**config.mk**
```make
export PLATFORM = sky130hd
export DESIGN_NAME = mem_lsu
export DESIGN_NICKNAME = d
export VERILOG_FILES = /design/src/rtl/mem_lsu.sv
export SDC_FILE = /design/constraint.sdc
export NUM_CORES = 1
export LEC_CHECK = 0
export ABC_AREA = 1
export ABC_CLOCK_PERIOD_IN_PS = 1900
export BUFFER_PORTS_ARGS = -buffer_cell sky130_fd_sc_hd__buf_2
export CORE_MARGIN = 2
export CORE_UTILIZATION = 48
export CTS_BUF_LIST = sky130_fd_sc_hd__clkbuf_2
export CTS_CLUSTER_SIZE = 10
export DETAILED_ROUTE_END_ITERATION = 8
export GPL_TIMING_DRIVEN = 0
export PLACE_DENSITY = 0.79
export SLEW_MARGIN = 15
export SYNTH_ARGS = -nofsm -noshare
export SYNTH_HDL_FRONTEND = slang
export SYNTH_SLANG_ARGS = --single-unit
```
**constraint.sdc**
```tcl
create_clock -name clk -period 1.9 [get_ports clk]
set_clock_uncertainty 0.2 [all_clocks]
set_input_delay 0.38 -clock clk [delete_from_list [all_inputs] [get_ports clk]]
set_output_delay 0.38 -clock clk [all_outputs]
set_load 0.01 [all_outputs]
```
**src/rtl/mem_lsu.sv**
```systemverilog
// Memory stage between EX and WB: forwards writeback fields and runs loads/stores
// over a request/grant/response bus, holding the pipeline while an access is in flight.
module mem_lsu #(
  parameter int XLEN       = 32,
  parameter int REG_ADDR_W = 5,
  parameter int CSR_ADDR_W = 12
) (
  input  logic                  clk,
  input  logic                  rst,
  input  logic                  ex_valid,
  input  logic [REG_ADDR_W-1:0] ex_waddr,
  input  logic [XLEN-1:0]       ex_wdata,
  input  logic                  ex_we,
  input  logic                  ex_csr_we,
  input  logic [CSR_ADDR_W-1:0] ex_csr_waddr,
  input  logic [XLEN-1:0]       ex_csr_wdata,
  input  logic                  ex_mem_re,
  input  logic                  ex_mem_we,
  input  logic [1:0]            ex_mem_size,
  input  logic                  ex_mem_unsigned,
  input  logic [XLEN-1:0]       ex_mem_addr,
  input  logic [XLEN-1:0]       ex_mem_sdata,
  output logic                  bus_req,
  output logic                  bus_we,
  output logic [XLEN-1:0]       bus_addr,
  output logic [XLEN-1:0]       bus_wdata,
  output logic [XLEN/8-1:0]     bus_wstrb,
  input  logic                  bus_gnt,
  input  logic                  bus_rvalid,
  input  logic [XLEN-1:0]       bus_rdata,
  input  logic                  bus_err,
  output logic                  mem_valid,
  output logic [REG_ADDR_W-1:0] mem_waddr,
  output logic [XLEN-1:0]       mem_wdata,
  output logic                  mem_we,
  output logic                  mem_csr_we,
  output logic [CSR_ADDR_W-1:0] mem_csr_waddr,
  output logic [XLEN-1:0]       mem_csr_wdata,
  output logic                  mem_exc,
  output logic [3:0]            mem_exc_cause,
  output logic                  stall_req
);

  localparam int STRB_W = XLEN / 8;
  localparam int OFF_W  = $clog2(STRB_W);

  typedef enum logic [1:0] {IDLE, REQ, RESP} state_e;

  state_e                state_q, state_d;
  logic                  bus_req_q, bus_req_d, bus_we_q, bus_we_d;
  logic [XLEN-1:0]       bus_addr_q, bus_addr_d, bus_wdata_q, bus_wdata_d;
  logic [STRB_W-1:0]     bus_wstrb_q, bus_wstrb_d;
  logic                  op_load_q, op_load_d, op_uns_q, op_uns_d;
  logic [1:0]            op_size_q, op_size_d;
  logic [OFF_W-1:0]      op_off_q, op_off_d;
  logic [REG_ADDR_W-1:0] op_waddr_q, op_waddr_d;
  logic [XLEN-1:0]       op_wdata_q, op_wdata_d;
  logic                  op_we_q, op_we_d, op_csr_we_q, op_csr_we_d;
  logic [CSR_ADDR_W-1:0] op_csr_waddr_q, op_csr_waddr_d;
  logic [XLEN-1:0]       op_csr_wdata_q, op_csr_wdata_d;
  logic                  mem_valid_q, mem_valid_d, mem_we_q, mem_we_d;
  logic                  mem_csr_we_q, mem_csr_we_d, mem_exc_q, mem_exc_d;
  logic [REG_ADDR_W-1:0] mem_waddr_q, mem_waddr_d;
  logic [XLEN-1:0]       mem_wdata_q, mem_wdata_d;
  logic [CSR_ADDR_W-1:0] mem_csr_waddr_q, mem_csr_waddr_d;
  logic [XLEN-1:0]       mem_csr_wdata_q, mem_csr_wdata_d;
  logic [3:0]            mem_exc_cause_q, mem_exc_cause_d;

  logic                  is_mem, misaligned, size_fault, legal;
  logic [OFF_W-1:0]      ex_off;
  logic [STRB_W-1:0]     size_strb;
  logic [XLEN-1:0]       size_dmask, ld_shift, ld_data;

  // Decode of the op currently presented by EX.
  always_comb begin
    is_mem = ex_mem_re | ex_mem_we;
    ex_off = ex_mem_addr[OFF_W-1:0];
    case (ex_mem_size)
      2'd0:    begin misaligned = 1'b0;              size_strb = STRB_W'(8'h01); size_dmask = XLEN'(64'hFF);        end
      2'd1:    begin misaligned = ex_mem_addr[0];    size_strb = STRB_W'(8'h03); size_dmask = XLEN'(64'hFFFF);      end
      2'd2:    begin misaligned = |ex_mem_addr[1:0]; size_strb = STRB_W'(8'h0F); size_dmask = XLEN'(64'hFFFF_FFFF); end
      default: begin misaligned = |ex_mem_addr[2:0]; size_strb = '1;             size_dmask = '1;                   end
    endcase
    size_fault = (ex_mem_size == 2'd3) && (XLEN == 32);
    legal      = ex_valid & is_mem & ~misaligned & ~size_fault;
  end

  assign stall_req = (state_q != IDLE) | legal;

  // Pick the addressed lane out of the read word, then sign or zero extend it.
  always_comb begin
    ld_shift = bus_rdata >> {op_off_q, 3'b000};
    ld_data  = ld_shift;
    case (op_size_q)
      2'd0: begin ld_data = {XLEN{~op_uns_q & ld_shift[7]}};  ld_data[7:0]  = ld_shift[7:0];  end
      2'd1: begin ld_data = {XLEN{~op_uns_q & ld_shift[15]}}; ld_data[15:0] = ld_shift[15:0]; end
      2'd2: begin ld_data = {XLEN{~op_uns_q & ld_shift[31]}}; ld_data[31:0] = ld_shift[31:0]; end
      default: ld_data = ld_shift;
    endcase
  end

  always_comb begin
    // NOTE: every _d gets a default up front so no path leaves it unassigned and infers a latch.
    state_d         = state_q;
    bus_req_d       = bus_req_q;
    bus_we_d        = bus_we_q;
    bus_addr_d      = bus_addr_q;
    bus_wdata_d     = bus_wdata_q;
    bus_wstrb_d     = bus_wstrb_q;
    op_load_d       = op_load_q;
    op_uns_d        = op_uns_q;
    op_size_d       = op_size_q;
    op_off_d        = op_off_q;
    op_waddr_d      = op_waddr_q;
    op_wdata_d      = op_wdata_q;
    op_we_d         = op_we_q;
    op_csr_we_d     = op_csr_we_q;
    op_csr_waddr_d  = op_csr_waddr_q;
    op_csr_wdata_d  = op_csr_wdata_q;
    mem_waddr_d     = mem_waddr_q;
    mem_wdata_d     = mem_wdata_q;
    mem_csr_waddr_d = mem_csr_waddr_q;
    mem_csr_wdata_d = mem_csr_wdata_q;
    mem_valid_d     = 1'b0;
    mem_we_d        = 1'b0;
    mem_csr_we_d    = 1'b0;
    mem_exc_d       = 1'b0;
    mem_exc_cause_d = 4'd0;

    case (state_q)
      IDLE: if (ex_valid) begin
        if (legal) begin
          state_d        = REQ;
          bus_req_d      = 1'b1;
          bus_we_d       = ~ex_mem_re;
          bus_addr_d     = ex_mem_addr & ~XLEN'(STRB_W - 1);
          bus_wstrb_d    = ex_mem_re ? '0 : STRB_W'(size_strb << ex_off);
          bus_wdata_d    = (ex_mem_sdata & size_dmask) << {ex_off, 3'b000};
          op_load_d      = ex_mem_re;
          op_uns_d       = ex_mem_unsigned;
          op_size_d      = ex_mem_size;
          op_off_d       = ex_off;
          op_waddr_d     = ex_waddr;
          op_wdata_d     = ex_wdata;
          op_we_d        = ex_we;
          op_csr_we_d    = ex_csr_we;
          op_csr_waddr_d = ex_csr_waddr;
          op_csr_wdata_d = ex_csr_wdata;
        end else begin
          mem_valid_d     = 1'b1;
          mem_waddr_d     = ex_waddr;
          mem_wdata_d     = ex_wdata;
          mem_csr_waddr_d = ex_csr_waddr;
          mem_csr_wdata_d = ex_csr_wdata;
          if (is_mem) begin
            mem_exc_d       = 1'b1;
            mem_exc_cause_d = misaligned ? (ex_mem_re ? 4'd4 : 4'd6) : (ex_mem_re ? 4'd5 : 4'd7);
          end else begin
            mem_we_d     = ex_we;
            mem_csr_we_d = ex_csr_we;
          end
        end
      end
      REQ: if (bus_gnt) begin
        state_d   = RESP;
        bus_req_d = 1'b0;
      end
      RESP: if (bus_rvalid) begin
        state_d         = IDLE;
        mem_valid_d     = 1'b1;
        mem_waddr_d     = op_waddr_q;
        mem_wdata_d     = op_load_q ? ld_data : op_wdata_q;
        mem_csr_waddr_d = op_csr_waddr_q;
        mem_csr_wdata_d = op_csr_wdata_q;
        if (bus_err) begin
          mem_exc_d       = 1'b1;
          mem_exc_cause_d = op_load_q ? 4'd5 : 4'd7;
        end else begin
          mem_we_d     = op_load_q & op_we_q;
          mem_csr_we_d = op_csr_we_q;
        end
      end
      default: state_d = IDLE;
    endcase
  end

  // NOTE: sequential state uses <= so every flop samples pre-edge values regardless of statement order.
  always_ff @(posedge clk) begin
    if (rst) begin
      state_q         <= IDLE;
      bus_req_q       <= 1'b0;
      bus_we_q        <= 1'b0;
      bus_addr_q      <= '0;
      bus_wdata_q     <= '0;
      bus_wstrb_q     <= '0;
      op_load_q       <= 1'b0;
      op_uns_q        <= 1'b0;
      op_size_q       <= 2'd0;
      op_off_q        <= '0;
      op_waddr_q      <= '0;
      op_wdata_q      <= '0;
      op_we_q         <= 1'b0;
      op_csr_we_q     <= 1'b0;
      op_csr_waddr_q  <= '0;
      op_csr_wdata_q  <= '0;
      mem_valid_q     <= 1'b0;
      mem_waddr_q     <= '0;
      mem_wdata_q     <= '0;
      mem_we_q        <= 1'b0;
      mem_csr_we_q    <= 1'b0;
      mem_csr_waddr_q <= '0;
      mem_csr_wdata_q <= '0;
      mem_exc_q       <= 1'b0;
      mem_exc_cause_q <= 4'd0;
    end else begin
      state_q         <= state_d;
      bus_req_q       <= bus_req_d;
      bus_we_q        <= bus_we_d;
      bus_addr_q      <= bus_addr_d;
      bus_wdata_q     <= bus_wdata_d;
      bus_wstrb_q     <= bus_wstrb_d;
      op_load_q       <= op_load_d;
      op_uns_q        <= op_uns_d;
      op_size_q       <= op_size_d;
      op_off_q        <= op_off_d;
      op_waddr_q      <= op_waddr_d;
      op_wdata_q      <= op_wdata_d;
      op_we_q         <= op_we_d;
      op_csr_we_q     <= op_csr_we_d;
      op_csr_waddr_q  <= op_csr_waddr_d;
      op_csr_wdata_q  <= op_csr_wdata_d;
      mem_valid_q     <= mem_valid_d;
      mem_waddr_q     <= mem_waddr_d;
      mem_wdata_q     <= mem_wdata_d;
      mem_we_q        <= mem_we_d;
      mem_csr_we_q    <= mem_csr_we_d;
      mem_csr_waddr_q <= mem_csr_waddr_d;
      mem_csr_wdata_q <= mem_csr_wdata_d;
      mem_exc_q       <= mem_exc_d;
      mem_exc_cause_q <= mem_exc_cause_d;
    end
  end

  assign bus_req       = bus_req_q;
  assign bus_we        = bus_we_q;
  assign bus_addr      = bus_addr_q;
  assign bus_wdata     = bus_wdata_q;
  assign bus_wstrb     = bus_wstrb_q;
  assign mem_valid     = mem_valid_q;
  assign mem_waddr     = mem_waddr_q;
  assign mem_wdata     = mem_wdata_q;
  assign mem_we        = mem_we_q;
  assign mem_csr_we    = mem_csr_we_q;
  assign mem_csr_waddr = mem_csr_waddr_q;
  assign mem_csr_wdata = mem_csr_wdata_q;
  assign mem_exc       = mem_exc_q;
  assign mem_exc_cause = mem_exc_cause_q;

endmodule

```
### Word level (Yosys, flattened, before mapping)

Cells that the tools add are included.

| word-level totals | value |
|---|---|
| output and inout port bits | 160 |
| bits of input ports | 190 |
| word-level logic and storage cells | 127 |
| register bits | 248 |

| operators by class | value |
|---|---|
| shift operators | 3 |
| reduce and logical (&&, ||, !) cells | 12 |
| equal/unequal tests | 11 |
| mux-type cells | 63 |
| bitwise gates (word level) | 13 |

Operators with widths:

| kind | count |
|---|---|
| one-hot mux 32 bit (2 select lines) | 4 |
| two-way mux 32 bit | 7 |
| two-way mux 12 bit | 3 |
| AND 32 bit | 1 |
| << shifter 32 x 5 -> 32 bit | 1 |
| right shift 32 x 5 -> 32 bit | 1 |
| one-hot mux 12 bit (2 select lines) | 1 |
| two-way mux 1 bit | 21 |
| two-way mux 2 bit | 8 |
| two-way mux 3 bit | 5 |
| two-way mux 5 bit | 3 |
| AND reduction 4 bit | 3 |
| != test 2 bit (second input constant) | 5 |
| one-hot mux 1 bit (2 select lines) | 5 |
| one-hot mux 5 bit (2 select lines) | 1 |
| one-hot mux 4 bit (2 select lines) | 1 |
| AND 1 bit | 6 |
| equality test 2 x 1 -> 1 bit (second input constant) | 3 |
| equality test 2 bit (second input constant) | 3 |
| zero test 2 bit | 3 |
| one-hot mux 2 bit (3 select lines) | 1 |
| one-hot mux 3 bit (2 select lines) | 1 |
| nonzero test 2 bit | 3 |
| two-way mux 4 bit | 1 |
| 7 further kinds | 11 |

### Longest topological paths before layout

Gate-level depths: netlist of run 1.

| depth | value |
|---|---|
| depth after elaboration | 8 |
| gate-level depth with buffers | 12 |
| gate-level depth less buffers | 9 |

### Least setup slack after synthesis of run 1

Ideal clock, no wire load.

| path | value |
|---|---|
| kind | input to register |
| from | in ex_mem_addr[1] |
| to | reg bus_wdata_q[28], in the netlist bus_wdata[28] |
| library setup time | 117 ps |
| stages | 11 |
| required time | 1583 ps |
| buffers on the path | 3 |
| slack | 55 ps |
| arrival | 1528 ps |
| cells stage by stage | buf_2 nor2_4 nand2_1 nand2_2 inv_2 nor2_2 nand3_2 buf_2 buf_2 nor3_1 nor2_1 |

| on the way | value |
|---|---|
| longest elaborated chain between the ends | 6 |

RTL lines:

| item | RTL line | RTL |
|---|---|---|
| start: declaration | 21 | `input logic [XLEN-1:0] ex_mem_addr,` |
| OR reduction 3 bit or OR reduction 2 bit (tied branches) | 82, 81 |  |
| one-hot mux 1 bit (3 select lines) | 78 | `case (ex_mem_size)` |
| inverter 1 bit | 85 | `legal = ex_valid & is_mem & ~misaligned & ~size_fault;` |
| AND 1 bit (2 in a row) | 85 |  |
| AND reduction 3 bit (no source line) | - |  |
| end signal: assignment | 220 | `bus_wdata_q <= bus_wdata_d;` |
| end: declaration | 51 | `logic [XLEN-1:0] bus_addr_q, bus_addr_d, bus_wdata_q, bus_wdata_d;` |

Several ways; a longest one is shown, not always the timed one.
A chain may end at the register's enable or synchronous reset.

### Worst setup path after layout of run 1

| path | value |
|---|---|
| from | reg state_q[1] |
| to | out stall_req |

| on the way | value |
|---|---|
| longest elaborated chain between the ends | 2 |

RTL lines:

| item | RTL line | RTL |
|---|---|---|
| start: declaration | 49 | `state_e state_q, state_d;` |
| start signal: assignment | 216 | `state_q <= state_d;` |
| nonzero test 2 bit | 88 | `assign stall_req = (state_q != IDLE) \| legal;` |
| bitwise OR 1 bit | 88 |  |
| end: declaration | 41 | `output logic stall_req` |

No other way between the ends.

==> flow_metrics.tcl, run 1 <==
set metrics [dict create \
    die_h_um 157.3 \
    startpoint_type "flop" \
    synth_warnings 0 \
    avgSynthCellArea_um2 6.581 \
    synth_top_family_by_area "simple AND/OR/NAND/NOR gates" \
    crit_path_frequent_cell "nand2_4" \
    cp_max_fo 3 \
    wl_um 51810 \
    rsz0062_at_grt "true" \
    critPathTopFamily "flip-flops" \
    crit_end "stall_req" \
    power_mw 13.20 \
    ant_nets 0 \
    cts-htree-levels 3 \
    start_util_pct 48.46 \
    cp.depth 5 \
    synth_cell_types 32 \
    worstPathRequired_ns 1.32 \
    report.final.slew_viol_count 0 \
    tns_ns -0.5930 \
    synth-simple-area-share_pct 32.28 \
    async_flop_share_pct 0 \
    path_cells "inv_2 -> nand2_4 -> inv_4 -> nand2_4 -> buf_6" \
    critPathSlowestCell "dfxtp_2" \
    clk_pin_slew_ns 0.09 \
    cts_buffers 68 \
    setup_violations 16 \
    startpoint "state_q[1]" \
    synth_top_area_share_pct 43.68 \
    drt-initial-drc-count 1511 \
    fin_ws_ns -0.2400 \
    cts-root-buf "clkbuf_2" \
    worst_pin_slew_ns 0.7036 \
    gp_routability_congestion 0.9431 \
    antenna_found_initial 4 \
    die-area_um2 24730 \
    path_buf_inv 3 \
    synth_largest_area_cell "dfxtp_1" \
    stdcell_count 2725 \
    fill_cells 1637 \
    ys_ff_latch 246 \
    wl_per_cell_um 19.01 \
    fmax_mhz 467.3 \
    period_needed_ns 2.140 \
    place_inst 2379 \
    synth.cell_area_um2 11270 \
    hpwl_um 31080 \
    area_delta_synth_final_pct 57.26 \
    core_area_um2 23260 \
    yosys_most_used_dff "dfxtp_1" \
    r2r_end "mem_waddr[0]" \
    synth_edf_count 0 \
    synthTopCellsByCount "nor2_1 (479), nand2_1 (344), o21ai_0 (252)" \
    ys_top_cells_by_area "dfxtp_1 (44%), nor2_1 (16%), nand2_1 (11%), o21ai_0 (11%), nand3_1 (3.4%)" \
    drc_errors 0 \
    p_per_area_nw_per_um2 744.7 \
    drive_gt1_share_pct 31.54 \
    multi_input_area_um2 5554 \
    nNetsFinal 2551 \
    synth_xor_area_share_pct 0 \
    viasPerCell 5.533 \
    dpl_cell_area_um2 13410 \
    maxCapViolCount 0 \
    regToRegStartpoint "state_q[1]" \
    drtPass1Iterations 6 \
    die_w_um 157.3 \
    grt-ovfl-total 0 \
    io_pins 350 \
    synthMuxAreaShare_pct 0 \
    cp_slowest_stage_delay_ns 0.33 \
    port_buffers 345 \
    violations "negative setup slack" \
    gr-usage-all-layers_pct 39.20 \
    min_period_over_period_pct 112.6 \
    end_kind "output port" \
    p_leak_nw 8.544 \
    synth_compound_area_share_pct 15.97 \
    relSlewSlack_pct 53.09 \
    std_cell_rows 56 \
    insertion_delay_ns 0.85 \
    grt_pass1_vias 14632 \
    clockBufferDepth 3 \
    synth_fa_ha_area_share_pct 0 \
    stdcell_area_um2 17730 \
    status "finished with violations" \
    grt_max_degree 11 \
    grt_pass1_wl_um 75510 \
    cts.sinks 246 \
    synth_most_common_cell "nor2_1" \
    num_vias 15078 \
    ys_seq_area_share_pct 43.68 \
    reg2reg_slack_ns -0.06 \
    cts_tree "built" \
    hp-class "input port to flop" \
    critPathKind "flop to output port" \
    arrival_ns 1.56 \
    hold_viol_final 0 \
    peakVddDrop_uv 602.4 \
    syn_inst 1713 \
    rr_worst_depth 10 \
    regArea_um2 5124 \
]
-- worst min path at each step --
stage                       from           endpoint  slack (ns)  cells past startpoint
2_1_floorplan  op_csr_wdata_q[0]  op_csr_wdata_q[0]        0.22                      2
3_3_place_gp   op_csr_wdata_q[4]  op_csr_wdata_q[4]        0.24                      2
3_5_place_dp       op_waddr_q[4]      op_waddr_q[4]        0.24                      2
4_1_cts             bus_rdata[9]       mem_wdata[9]       0.002                      9
5_1_grt             bus_rdata[9]       mem_wdata[9]        0.07                      9
6_report            bus_rdata[9]       mem_wdata[9]        0.03                      9
-- logic make-up after synthesis --
family,after synthesis
compound gates,351
buf+inv,190
flops,246
other cells,1
simple gates,925
-- cells in the final DEF, fill, tap and decap left out, types with 4 or more instances in the layout --
cell	netlist	routed
a21oi_1	64	63
a31oi_1	8	8
buf_2	29	215
buf_4	19	42
buf_6	11	168
clkbuf_1	68	38
clkbuf_2	0	120
clkbuf_4	0	7
clkinv_1	6	12
dfxtp_1	246	93
dfxtp_2	0	150
dlygate4sd3_1	0	207
inv_1	49	45
inv_2	3	6
inv_4	1	4
nand2_1	344	341
nand2_4	1	4
nand3_1	77	74
nand4_1	5	5
nor2_1	479	469
nor2_2	2	12
nor3_1	9	6
o21ai_0	252	250
o21ai_1	17	17
o221ai_1	6	6
-- through the flow --
step | hold WS [ns] | utilization (%) | setup slack [ns]
global route | 0.06918 | 76.21 | -0.3079
finish | 0.02705 | 76.21 | -0.2400
CTS | 0.001878 | 73.67 | -0.2633
detailed placement | 0.2436 | 57.63 | -1.041
global placement | 0.2354 | 57.63 | -0.9828
floorplan | 0.2245 | - | 0.05540
-- registers in the layout, summed over array words and instances, names as in the netlist, 2 cells and up --
register,count
state_q,2
bus_wdata,32
mem_csr_wdata,32
op_csr_wdata_q,32
bus_addr,30
op_wdata_q,32
mem_csr_waddr,12
mem_waddr,5
bus_wstrb,4
mem_exc_cause,2
op_off_q,2
op_csr_waddr_q,12
mem_wdata,32
op_waddr_q,5
op_size_q,2
-- area by class of cell --
class | instances | share of cell area (%)
buffer | 129 | 4.609
inverter | 59 | 1.390
tap | 319 | 2.251
antenna | 3 | 0.04235
clock inverter | 14 | 0.7622
multi-input combinational | 1279 | 31.33
clock buffer | 98 | 2.767
sequential | 246 | 28.90
timing repair buffer | 578 | 27.95
-- worst reg2reg max path: cells and delay by family (launching register included) --
kind	cells	cell delay [ns]
simple gates	5	0.64
compound gates	1	0.08
flops	1	0.34
buf+inv	4	0.59
-- power by group --
group          switching (mW)  internal [mW]
clock                    2.36           1.77
sequential              0.279           5.61
combinational            1.69           1.50
-- per-layer routing --
metal	vias to the layer above	track usage [%]	part of all wire, %	routed length (µm)
li1	6809	-	-	-
met1	6933	43.70	36	18740
met2	1076	66.77	48	24830
met3	260	10.13	9.8	5101
met4	0	24.42	6.1	3139
met5	-	0	0	0
-- repair_timing --
action | 4_1_cts | 5_1_grt
cloned | 0 | 3
buffers inserted | 7 | 14
gates resized for setup | 293 | 161
endpoints found under the setup margin | 335 | 375
hold buffers | 208 | 2
endpoints found under the hold margin | 243 | 5
pin swaps | 1 | 6
No activity file was read; power rests on OpenSTA's default activity.
==> run 2, diff against run 1 <==
Settings changed: ABC_AREA 1 to 0, PLACE_DENSITY 0.79 to 0.78.
==> run 2 against run 1 <==
The flow finishes with violations (negative hold slack, negative setup slack). Count of clock-buffer cells in the layout is 5 lower. Worst hold slack worse by 0.043 ns. Sequential share of layout area is 0.86 points lower. First-iteration DRC count is 3.2% lower. Die area is 2.9% higher. Synthesized cell count is 18% lower. Combinational power hardly changed. Final cell count is 11% lower. Power is 2.2% lower. Largest cell class is now multi-input gates.
==> flow_metrics.tcl, run 2 <==
set metrics [dict create \
    synth_edf_count 0 \
    drc_errors 0 \
    critPathKind "flop to output port" \
    report.final.slew_viol_count 0 \
    relSlewSlack_pct 46.23 \
    min_period_over_period_pct 113.0 \
    swShare_pct 32.81 \
    tns_ns -6.535 \
    yosys_most_used_dff "dfxtp_1" \
    hp-class "input port to flop" \
    wl_per_cell_um 21.37 \
    gp_routability_congestion 0.9898 \
    drt-initial-drc-count 1462 \
    io_pins 350 \
    die-area_um2 25450 \
    cts.sinks 246 \
    fin_util_pct 77.50 \
    clockBufferDepth 3 \
    drive_gt1_share_pct 40.30 \
    gr-usage-all-layers_pct 37.75 \
    drtPass1Iterations 6 \
    avgSynthCellArea_um2 8.218 \
    setup_violations 162 \
    area_delta_synth_final_pct 57.59 \
    synth_most_common_cell "nand2_1" \
    async_flop_share_pct 0 \
    synth_cell_types 58 \
    clk_pin_slew_ns 0.08 \
    ant_nets 0 \
    die_w_um 159.5 \
    port_buffers 341 \
    ys_ff_latch 246 \
    hold_ws_ns -0.01590 \
    cp_max_fo 4 \
    cts-root-buf "clkbuf_2" \
    p_leak_nw 7.438 \
    p_seq_share_pct 44.8 \
    synth_top_area_share_pct 42.41 \
    synth_largest_area_cell "dfxtp_1" \
    clockPowerShare_pct 30.5 \
    status "finished with violations" \
    synthTopCellsByCount "nand2_1 (390), dfxtp_1 (246), a21oi_1 (219)" \
    core_area_um2 23610 \
    power_switching_mw 4.236 \
    ys_top_cells_by_area "dfxtp_1 (42%), nand2_1 (13%), a21oi_1 (9.4%), a311oi_2 (3.7%), buf_2 (2.2%)" \
    maxCapViolCount 0 \
    cts-htree-levels 3 \
    cts_tree "built" \
    grt_max_degree 11 \
    insertion_delay_ns 0.87 \
    nNetsFinal 2241 \
    hold_viol_final 1 \
    layout_commonest_cell "nand2_1" \
    grt_pass1_wl_um 76400 \
    grt-ovfl-total 0 \
    rsz0062_at_grt "true" \
    antenna_found_initial 4 \
    synth.cell_area_um2 11610 \
    viasPerCell 5.876 \
    hpwl_um 32070 \
    syn_inst 1413 \
    num_vias 14197 \
    wl_um 51630 \
    arrival_ns 1.57 \
    startpoint_type "flop" \
    cts_buffers 67 \
    start_util_pct 49.18 \
    end_kind "output port" \
    period_needed_ns 2.148 \
    layout_common_cells "nand2_1 (389), buf_2 (221), a21oi_1 (212)" \
    ys_seq_area_share_pct 42.41 \
    synth_warnings 0 \
    reg2reg_slack_ns -0.16 \
    grt_pass1_vias 14180 \
    p_comb_share_pct 24.7 \
    internal-power_mw 8.677 \
    die_h_um 159.5 \
    peakVddDrop_uv 449.3 \
    worst_pin_slew_ns 0.8065 \
    p_per_area_nw_per_um2 705.6 \
    std_cell_rows 56 \
    fin_ws_ns -0.2478 \
    fmax_mhz 465.6 \
    violations "negative hold slack, negative setup slack" \
    worstPathRequired_ns 1.32 \
    power_mw 12.91 \
]
run 2: kinds of logic after synthesis:
group	synth area share (%)
AND/OR/NAND/NOR	19.16
AO/OA/AOI/OAI	26.58
flip-flops	42.41
buffers and inverters	7.682
multiplexers	4.062
XOR/XNOR	0.07544
other	0.03229
run 2: power by group through the flow:
stage | Combinational [mW] | Sequential [mW] | Clock (mW)
2_1_floorplan | 1.19 | 5.85 | 0
3_3_place_gp | 2.17 | 5.76 | 0
3_5_place_dp | 2.21 | 5.77 | 0
4_1_cts | 2.93 | 5.75 | 3.89
5_1_grt | 3.35 | 5.81 | 4.22
6_report | 3.19 | 5.78 | 3.94
run 2: worst paths after layout:
path                   from               end  cells after the start
min reg2reg   op_waddr_q[2]      mem_waddr[2]                      2
min          ex_mem_addr[0]  mem_exc_cause[1]                      5
max              state_q[0]         stall_req                      4
max reg2reg      state_q[0]      bus_wdata[1]                      7
run 2: critical path, stage by stage (launching register included):
cell	delay [ns]
dfxtp_4	0.36
buf_6	0.12
nor2_4	0.10
nand2_2	0.06
buf_6	0.14
run 2: final cells by class:
cell class,count,area (µm²)
inverter,25,93.84
sequential,246,5131
fill,1566,5313
clock buffer,93,465.4
timing repair buffer,573,4951
buffer,140,974.7
tap,319,399.1
clock inverter,17,127.6
antenna,5,12.51
multi-input combinational,998,6145
run 2: metal layers:
layer	GRT usage, %	vias up	wire, µm
met5	0	-	0
met4	22.40	0	3376
li1	-	6301	-
met1	43.38	6630	18820
met2	64.25	981	24620
met3	8.570	285	4808
run 2: stage by stage:
stage | setup slack (ns) | instances | hold WS [ns] | instance area, µm²
5_1_grt | -0.3130 | 2415 | 0.007808 | 18300
3_5_place_dp | -0.3980 | 2075 | 0.2407 | 13730
4_1_cts | -0.3309 | 2397 | -0.2526 | 17850
3_3_place_gp | -0.3384 | 2075 | 0.2365 | 13730
2_1_floorplan | 0.06671 | 1415 | 0.2318 | 11620
6_report | -0.2478 | 2416 | -0.01590 | 18300
run 2: repair_timing:
item                                   CTS  global route
setup endpoints to repair              372           393
cloned                                   0             5
pin swaps                               20            33
resized for setup                      401            76
hold buffers                           187             3
buffers inserted                        28             9
endpoints found under the hold margin  241             5
